**config.mk**
```make
export PLATFORM = sky130hd
export DESIGN_NAME = vram_arbiter
export DESIGN_NICKNAME = d
export VERILOG_FILES = /design/src/rtl/vram_pkg.sv /design/src/rtl/vram_clear_seq.sv /design/src/rtl/vram_arbiter.sv
export SDC_FILE = /design/constraint.sdc
export NUM_CORES = 1
export LEC_CHECK = 0
export BUFFER_PORTS_ARGS = -buffer_cell sky130_fd_sc_hd__buf_2
export CAP_MARGIN = 20
export CELL_PAD_IN_SITES_DETAIL_PLACEMENT = 1
export CELL_PAD_IN_SITES_GLOBAL_PLACEMENT = 1
export CORE_ASPECT_RATIO = 0.75
export CORE_MARGIN = 3
export CORE_UTILIZATION = 35
export CTS_BUF_LIST = sky130_fd_sc_hd__clkbuf_16
export DETAILED_ROUTE_END_ITERATION = 6
export PLACE_DENSITY = 0.79
export REMOVE_ABC_BUFFERS = 1
export SLEW_MARGIN = 20
export SYNTH_ARGS = -nofsm -noshare
export SYNTH_HDL_FRONTEND = slang
export SYNTH_SLANG_ARGS = --single-unit
```
**constraint.sdc**
```tcl
create_clock -name pclk -period 1.73 [get_ports pclk]
set_input_delay 0.173 -clock pclk [delete_from_list [all_inputs] [get_ports pclk]]
set_output_delay 0.173 -clock pclk [all_outputs]
set_load 0.01 [all_outputs]
```
**src/rtl/vram_pkg.sv**
```systemverilog
// Shared definitions for the VRAM arbiter slice.
//   AW        - VRAM address width
//   DW        - VRAM data width (one RGB332 pixel)
//   VRAM_SIZE - number of valid bytes (160x100 frame)
//   host_state_e - host access FSM states
package vram_pkg;

   localparam int unsigned AW        = 14;
   localparam int unsigned DW        = 8;
   localparam int unsigned VRAM_SIZE = 16000;

   typedef enum logic [1:0] {
      StIdle,
      StWrAck,
      StRdWait,
      StRdAck
   } host_state_e;

endpackage

```
**src/rtl/vram_clear_seq.sv**
```systemverilog
// Fill sequencer: writes one latched byte to addresses 0..VRAM_SIZE-1 in ascending order.
// Ports:
//   i_clk, i_rst   - clock, asynchronous active-high reset
//   i_start        - start pulse, ignored while busy
//   i_value        - fill byte, sampled with i_start
//   i_stall        - higher-priority access this cycle; hold the current address
//   o_busy         - fill in progress
//   o_we           - this cycle carries a fill write
//   o_addr/o_wdata - address and data of the fill write
module vram_clear_seq #(
   parameter int unsigned AW        = vram_pkg::AW,
   parameter int unsigned DW        = vram_pkg::DW,
   parameter int unsigned VRAM_SIZE = vram_pkg::VRAM_SIZE
) (
   input  logic          i_clk,
   input  logic          i_rst,
   input  logic          i_start,
   input  logic [DW-1:0] i_value,
   input  logic          i_stall,
   output logic          o_busy,
   output logic          o_we,
   output logic [AW-1:0] o_addr,
   output logic [DW-1:0] o_wdata
);

   localparam logic [AW-1:0] LastAddr = AW'(VRAM_SIZE - 1);

   logic          r_busy;
   logic [AW-1:0] r_addr;
   logic [DW-1:0] r_value;
   logic          w_write;

   // A stalled cycle keeps the address so no location is skipped.
   assign w_write = r_busy & ~i_stall;

   always_ff @(posedge i_clk or posedge i_rst) begin
      if (i_rst) begin
         r_busy  <= 1'b0;
         r_addr  <= '0;
         r_value <= '0;
      end else if (!r_busy) begin
         if (i_start) begin
            r_busy  <= 1'b1;
            r_addr  <= '0;
            r_value <= i_value;
         end
      end else if (w_write) begin
         if (r_addr == LastAddr) begin
            r_busy <= 1'b0;
            r_addr <= '0;
         end else begin
            r_addr <= r_addr + AW'(1);
         end
      end
   end

   assign o_busy  = r_busy;
   assign o_we    = w_write;
   assign o_addr  = r_addr;
   assign o_wdata = r_value;

endmodule

```
**src/rtl/vram_arbiter.sv**
```systemverilog
// Single-port VRAM arbiter: video fetch > fill > host, at most one access per cycle.
// Ports:
//   pclk, reset                - pixel clock, asynchronous active-high reset
//   vid_req/vid_addr           - video fetch strobe and address (presented same cycle)
//   vid_data/vid_valid         - fetched byte, valid 2 cycles after vid_req
//   cpu_req/we/addr/wdata      - host request, held until cpu_ack
//   cpu_rdata/cpu_ack          - host read data (held until next read), completion pulse
//   clr_start/clr_value        - start a full-VRAM fill with the given byte
//   clr_busy                   - fill in progress
//   mem_addr/we/wdata/rdata    - single-port RAM with 1-cycle registered read
module vram_arbiter #(
   parameter int unsigned AW        = vram_pkg::AW,
   parameter int unsigned DW        = vram_pkg::DW,
   parameter int unsigned VRAM_SIZE = vram_pkg::VRAM_SIZE
) (
   input  logic          pclk,
   input  logic          reset,
   input  logic          vid_req,
   input  logic [AW-1:0] vid_addr,
   output logic [DW-1:0] vid_data,
   output logic          vid_valid,
   input  logic          cpu_req,
   input  logic          cpu_we,
   input  logic [AW-1:0] cpu_addr,
   input  logic [DW-1:0] cpu_wdata,
   output logic [DW-1:0] cpu_rdata,
   output logic          cpu_ack,
   input  logic          clr_start,
   input  logic [DW-1:0] clr_value,
   output logic          clr_busy,
   output logic [AW-1:0] mem_addr,
   output logic          mem_we,
   output logic [DW-1:0] mem_wdata,
   input  logic [DW-1:0] mem_rdata
);

   import vram_pkg::host_state_e;
   import vram_pkg::StIdle;
   import vram_pkg::StWrAck;
   import vram_pkg::StRdWait;
   import vram_pkg::StRdAck;

   host_state_e   r_state;
   host_state_e   w_state_nxt;
   logic          w_grant;
   logic          w_in_range;
   logic          r_oob;
   logic          r_vid_pend;
   logic          r_vid_valid;
   logic [DW-1:0] r_vid_data;
   logic [DW-1:0] r_cpu_rdata;

   logic          w_clr_busy;
   logic          w_clr_we;
   logic [AW-1:0] w_clr_addr;
   logic [DW-1:0] w_clr_wdata;

   vram_clear_seq #(
      .AW        (AW),
      .DW        (DW),
      .VRAM_SIZE (VRAM_SIZE)
   ) u_clear_seq (
      .i_clk   (pclk),
      .i_rst   (reset),
      .i_start (clr_start),
      .i_value (clr_value),
      .i_stall (vid_req),
      .o_busy  (w_clr_busy),
      .o_we    (w_clr_we),
      .o_addr  (w_clr_addr),
      .o_wdata (w_clr_wdata)
   );

   assign w_in_range = (32'(cpu_addr) < VRAM_SIZE);

   // Host FSM next state; a grant only happens from idle, so the ack cycle never re-grants.
   always_comb begin
      w_state_nxt = r_state;
      w_grant     = 1'b0;
      unique case (r_state)
         StIdle: begin
            if (cpu_req && !vid_req && !w_clr_busy) begin
               w_grant     = 1'b1;
               w_state_nxt = cpu_we ? StWrAck : StRdWait;
            end
         end
         StWrAck:  w_state_nxt = StIdle;
         StRdWait: w_state_nxt = StRdAck;
         StRdAck:  w_state_nxt = StIdle;
         default:  w_state_nxt = StIdle;
      endcase
   end

   // Memory port mux. Out-of-range host accesses still take the grant but touch nothing.
   always_comb begin
      mem_addr  = '0;
      mem_we    = 1'b0;
      mem_wdata = '0;
      if (reset) begin
         mem_we = 1'b0;
      end else if (vid_req) begin
         mem_addr = vid_addr;
      end else if (w_clr_we) begin
         mem_addr  = w_clr_addr;
         mem_we    = 1'b1;
         mem_wdata = w_clr_wdata;
      end else if (w_grant && w_in_range) begin
         mem_addr  = cpu_addr;
         mem_we    = cpu_we;
         mem_wdata = cpu_we ? cpu_wdata : '0;
      end
   end

   always_ff @(posedge pclk or posedge reset) begin
      if (reset) begin
         r_state     <= StIdle;
         r_oob       <= 1'b0;
         r_vid_pend  <= 1'b0;
         r_vid_valid <= 1'b0;
         r_vid_data  <= '0;
         r_cpu_rdata <= '0;
      end else begin
         r_state     <= w_state_nxt;
         r_vid_pend  <= vid_req;
         r_vid_valid <= r_vid_pend;
         if (w_grant) begin
            r_oob <= ~w_in_range;
         end
         // RAM data for a request appears the cycle after it was addressed.
         if (r_vid_pend) begin
            r_vid_data <= mem_rdata;
         end
         if (r_state == StRdWait) begin
            r_cpu_rdata <= r_oob ? '0 : mem_rdata;
         end
      end
   end

   assign vid_valid = r_vid_valid;
   assign vid_data  = r_vid_data;
   assign cpu_rdata = r_cpu_rdata;
   assign cpu_ack   = (r_state == StWrAck) || (r_state == StRdAck);
   assign clr_busy  = w_clr_busy;

endmodule

```
==> summary.txt <==
Run status
  • Outcome: complete, but fails checks
  • Violations in the final reports: setup timing

Drt
  • Routed wire length: 9230 um
  • Count of nets left with antenna violations after detail routing: 0
  • Pre-Repair DR Iteration Count: 4
  • Post-detailed-route DRC marker count: 0
  • Mean routed wirelength per cell: 18.9 um
  • 1st-iter DRT viols: 109
  • Average vias per placed instance: 5.42
  • Vias after detailed routing: 2639

Global route
  • Gr busiest metal: met2
  • First-pass GRT wire length: 14300 um
  • Global-route congestion overflow total: 0
  • Met3 capacity usage during global routing: 4.47%
  • Number of global-route vias before repair: 2867
  • Total routing resource utilization after global routing: 21.4%
  • Maximum number of pins on one net before global-route repair: 31
  • GR Layer Usage met1: 26.9%
  • Global Route met2 Usage: 38.4%
  • Initial antenna violation count: 0

Synth
  • Total of flip-flops plus latches after synthesis: 44
  • Count of different cell masters after synthesis: 44
  • Sequential share of the synthesized area: 44.1%
  • Leading area contributor after synthesis: sky130_fd_sc_hd__dfrtp_1
  • Cells taking the most area after synthesis: sky130_fd_sc_hd__dfrtp_1 (44%), sky130_fd_sc_hd__mux2_2 (7.7%), sky130_fd_sc_hd__a21oi_1 (5.6%)
  • Number of flops mapped to enable cells by yosys: 0
  • Area share of the largest cell type after synthesis: 44.1%
  • Post-synthesis cell area: 0.00250 sq mm
  • Cells after Synth: 270
  • Synth warnings: 0
  • Primary flip-flop cell chosen by synthesis mapping: sky130_fd_sc_hd__dfrtp_1
  • Synthesized area per cell: 9.25 sq um
  • Proportion of register bits with asynchronous set or reset after synthesis: 100%

Layout
  • Final nets: 451
  • Final standard cell area without fillers: 0.00365 sq mm
  • Synth-to-layout area growth: 46.0%
  • Sequential cell area: 0.00110 sq mm
  • Final non-filler cell total: 487
  • Commonest cells after routing, fill and taps aside: sky130_fd_sc_hd__buf_2 (100), sky130_fd_sc_hd__dfrtp_1 (44), sky130_fd_sc_hd__buf_4 (30), sky130_fd_sc_hd__nand2_1 (23), sky130_fd_sc_hd__a21oi_1 (23)
  • Total area of multi-input combinational cells: 0.00139 sq mm
  • Number of inserted diodes: 0
  • Fillcell total: 785
  • Share of final-layout standard cells stronger than drive strength 1: 50.1%
  • Most common library cell in the layout ignoring fill and taps: sky130_fd_sc_hd__buf_2

Clock network
  • Clock edge transition at the registers on the reported setup and hold paths: 0.07 ns
  • Number of buffers inserted for hold repair after clock tree synthesis: 0
  • Clock Tree Buf Depth: 2
  • Count of clock tree sinks: 44
  • Total CTS buffers: 5
  • TritonCTS clock tree: yes
  • Clock root buffer: sky130_fd_sc_hd__clkbuf_16
  • Clock insertion delay at the later pin of the skew report: 0.29 ns
  • Htree depth: 2

Power
  • Psw: 0.000990 W
  • Power Dens Cells: 882 mW/mm^2
  • Combinational share of power: 23.4%
  • Sequential fraction of design power: 41.6%
  • Leakage power total: 1.75 nW
  • Power Total: 0.00322 W
  • Clock share of power: 35.0%
  • Net Sw Frac: 30.8%
  • Maximum vdd drop: 0.451 mV
  • Int Pwr: 0.00223 W

Placement
  • Total placed cells including tap cells: 471
  • Port bufs: 99
  • Place WS: -0.0847 ns
  • DPL Wire Length: 6360 um
  • Weighted congestion at the end of routability-driven global placement: 0.820
  • Instance area after placement: 0.00324 sq mm

STA
  • Final hold violation count: 0
  • Min setup slack post-route: -0.304 ns
  • Worst Skew: 0.00481 ns
  • RSZ-0062 raised after global routing: true
  • Hold slack final: 0.117 ns
  • Crit share post-route: 118%
  • Number of failing setup endpoints in the final timing report: 23
  • Max Slew Vio Count: 0
  • Max-Slew Margin vs Limit: 60.3%
  • Achievable clock frequency: 492 MHz
  • Tightest Pin Transition: 0.595 ns
  • Minimum clock period: 2.03 ns

Setup path
  • Critical Path End Type: output port
  • Critical-path maximum fanout: 6
  • Logic depth of the worst register-to-register path: 6
  • Worst EP required: 1.56 ns
  • Arrival time at the worst endpoint: 1.86 ns
  • Startpoint type of the worst setup path: register
  • Critical path class: register to output port

Flow run
  • Count of maximum capacitance violations: 0

Floorplan
  • Total core area: 0.00660 sq mm
  • Die Outline Area: 0.00820 sq mm
  • Vert. Die Dim: 79.2 um
  • Number of top-level pins: 100
  • Horizontal extent of the die: 104 um
  • Effective utilization at floorplan: 37.8%
  • Number of core rows: 25

Worst hold path
  • Worst Hold Depth: 2
  • Path type of the worst min-delay path: input port to register
worst paths after layout:
kind                                                   start                            endpoint  slack, ns
max                                   r_state[0]$_DFFE_PP0P_                         mem_addr[6]      -0.30
min                                             clr_value[6]  u_clear_seq.o_wdata[6]$_DFFE_PP0P_       0.12
max reg2reg                u_clear_seq.o_addr[0]$_DFFE_PP0P_   u_clear_seq.o_addr[9]$_DFFE_PP0P_       0.08
min reg2reg                         cpu_rdata[6]$_DFFE_PP0P_            cpu_rdata[6]$_DFFE_PP0P_       0.49
max in group asynchronous                              reset        u_clear_seq.o_busy$_DFF_PP0_       1.29
min in group asynchronous                              reset  u_clear_seq.o_wdata[0]$_DFFE_PP0P_       0.14
Yosys cell counts (2+ instances only):
cell,n
sky130_fd_sc_hd__a21oi_1,28
sky130_fd_sc_hd__a221oi_1,14
sky130_fd_sc_hd__a22o_1,3
sky130_fd_sc_hd__a31oi_1,7
sky130_fd_sc_hd__and2_1,2
sky130_fd_sc_hd__and3_1,3
sky130_fd_sc_hd__buf_2,3
sky130_fd_sc_hd__buf_4,3
sky130_fd_sc_hd__clkbuf_1,12
sky130_fd_sc_hd__dfrtp_1,44
sky130_fd_sc_hd__inv_1,17
sky130_fd_sc_hd__mux2_2,17
sky130_fd_sc_hd__nand2_1,23
sky130_fd_sc_hd__nand2b_1,13
sky130_fd_sc_hd__nand3_1,18
sky130_fd_sc_hd__nand4_1,12
sky130_fd_sc_hd__nor2_1,10
sky130_fd_sc_hd__nor2b_1,2
sky130_fd_sc_hd__o21ai_0,12
sky130_fd_sc_hd__or3_1,2
sky130_fd_sc_hd__xnor2_1,2
per-layer routing:
metal,wire [um],up-vias
met5,0,-
met4,107,0
met3,483,10
met2,4640,96
met1,3990,1309
li1,-,1224
worst max-delay path, cell delays in order, from the launching register on:
cell and delay, ns:
sky130_fd_sc_hd__dfrtp_1 0.39, sky130_fd_sc_hd__nor4_2 0.27, sky130_fd_sc_hd__and2_4 0.24, sky130_fd_sc_hd__buf_4 0.13, sky130_fd_sc_hd__nand3_2 0.08, sky130_fd_sc_hd__a221oi_2 0.28, sky130_fd_sc_hd__buf_2 0.18
what timing repair did:
action	in CTS	in global routing
endpoints found under the setup margin	23	32
pin swaps	4	7
setup buffers	2	4
cloned	1	1
gates resized for setup	19	17
registers in the layout, summed over array words and instances (netlist names):
signal and cells:
u_clear_seq.o_wdata 8, vid_valid 1, cpu_rdata 8, u_clear_seq.o_busy 1
u_clear_seq.o_addr 14, vid_data 8, r_oob 1, r_vid_pend 1
r_state 2
stage by stage:
step                      utilization [%]  TNS (ns)
after floorplan                         -    -11.98
after global placement               49.2         0
after detailed placement             49.2    -0.243
after CTS                            53.6     -4.22
after global routing                 55.2     -7.45
final                                55.2     -5.17
cell families after synthesis:
| group | Yosys count | synth area share, % |
|---|---|---|
| and+or+nand+nor | 92 | 19.4 |
| AOI/OAI and AO/OA | 75 | 20.6 |
| muxes | 18 | 8.07 |
| xor gates and xnor gates | 2 | 0.702 |
| DFF | 44 | 44.1 |
| adders and majority gates | 1 | 0.501 |
| buffers and inverters | 38 | 6.66 |
cell type report:
| type | instances | area share [%] |
|---|---|---|
| multi-input cells | 188 | 38.1 |
| flip-flops and latches | 44 | 30.2 |
| well taps | 94 | 3.23 |
| clock buffers | 5 | 3.43 |
| repair buffers | 136 | 22.0 |
| inverters | 17 | 1.75 |
| clock inverters | 3 | 1.27 |
power groups by stage:
stage,clock network (W),registers (W),logic [W]
floorplan,0,0.00137,0.000304
global placement,0,0.00134,0.000670
detailed placement,0,0.00135,0.000705
CTS,0.00113,0.00133,0.000738
global route,0.00119,0.00136,0.000833
finish,0.00113,0.00134,0.000753
Note: power is estimated with default switching activity, not from simulation.
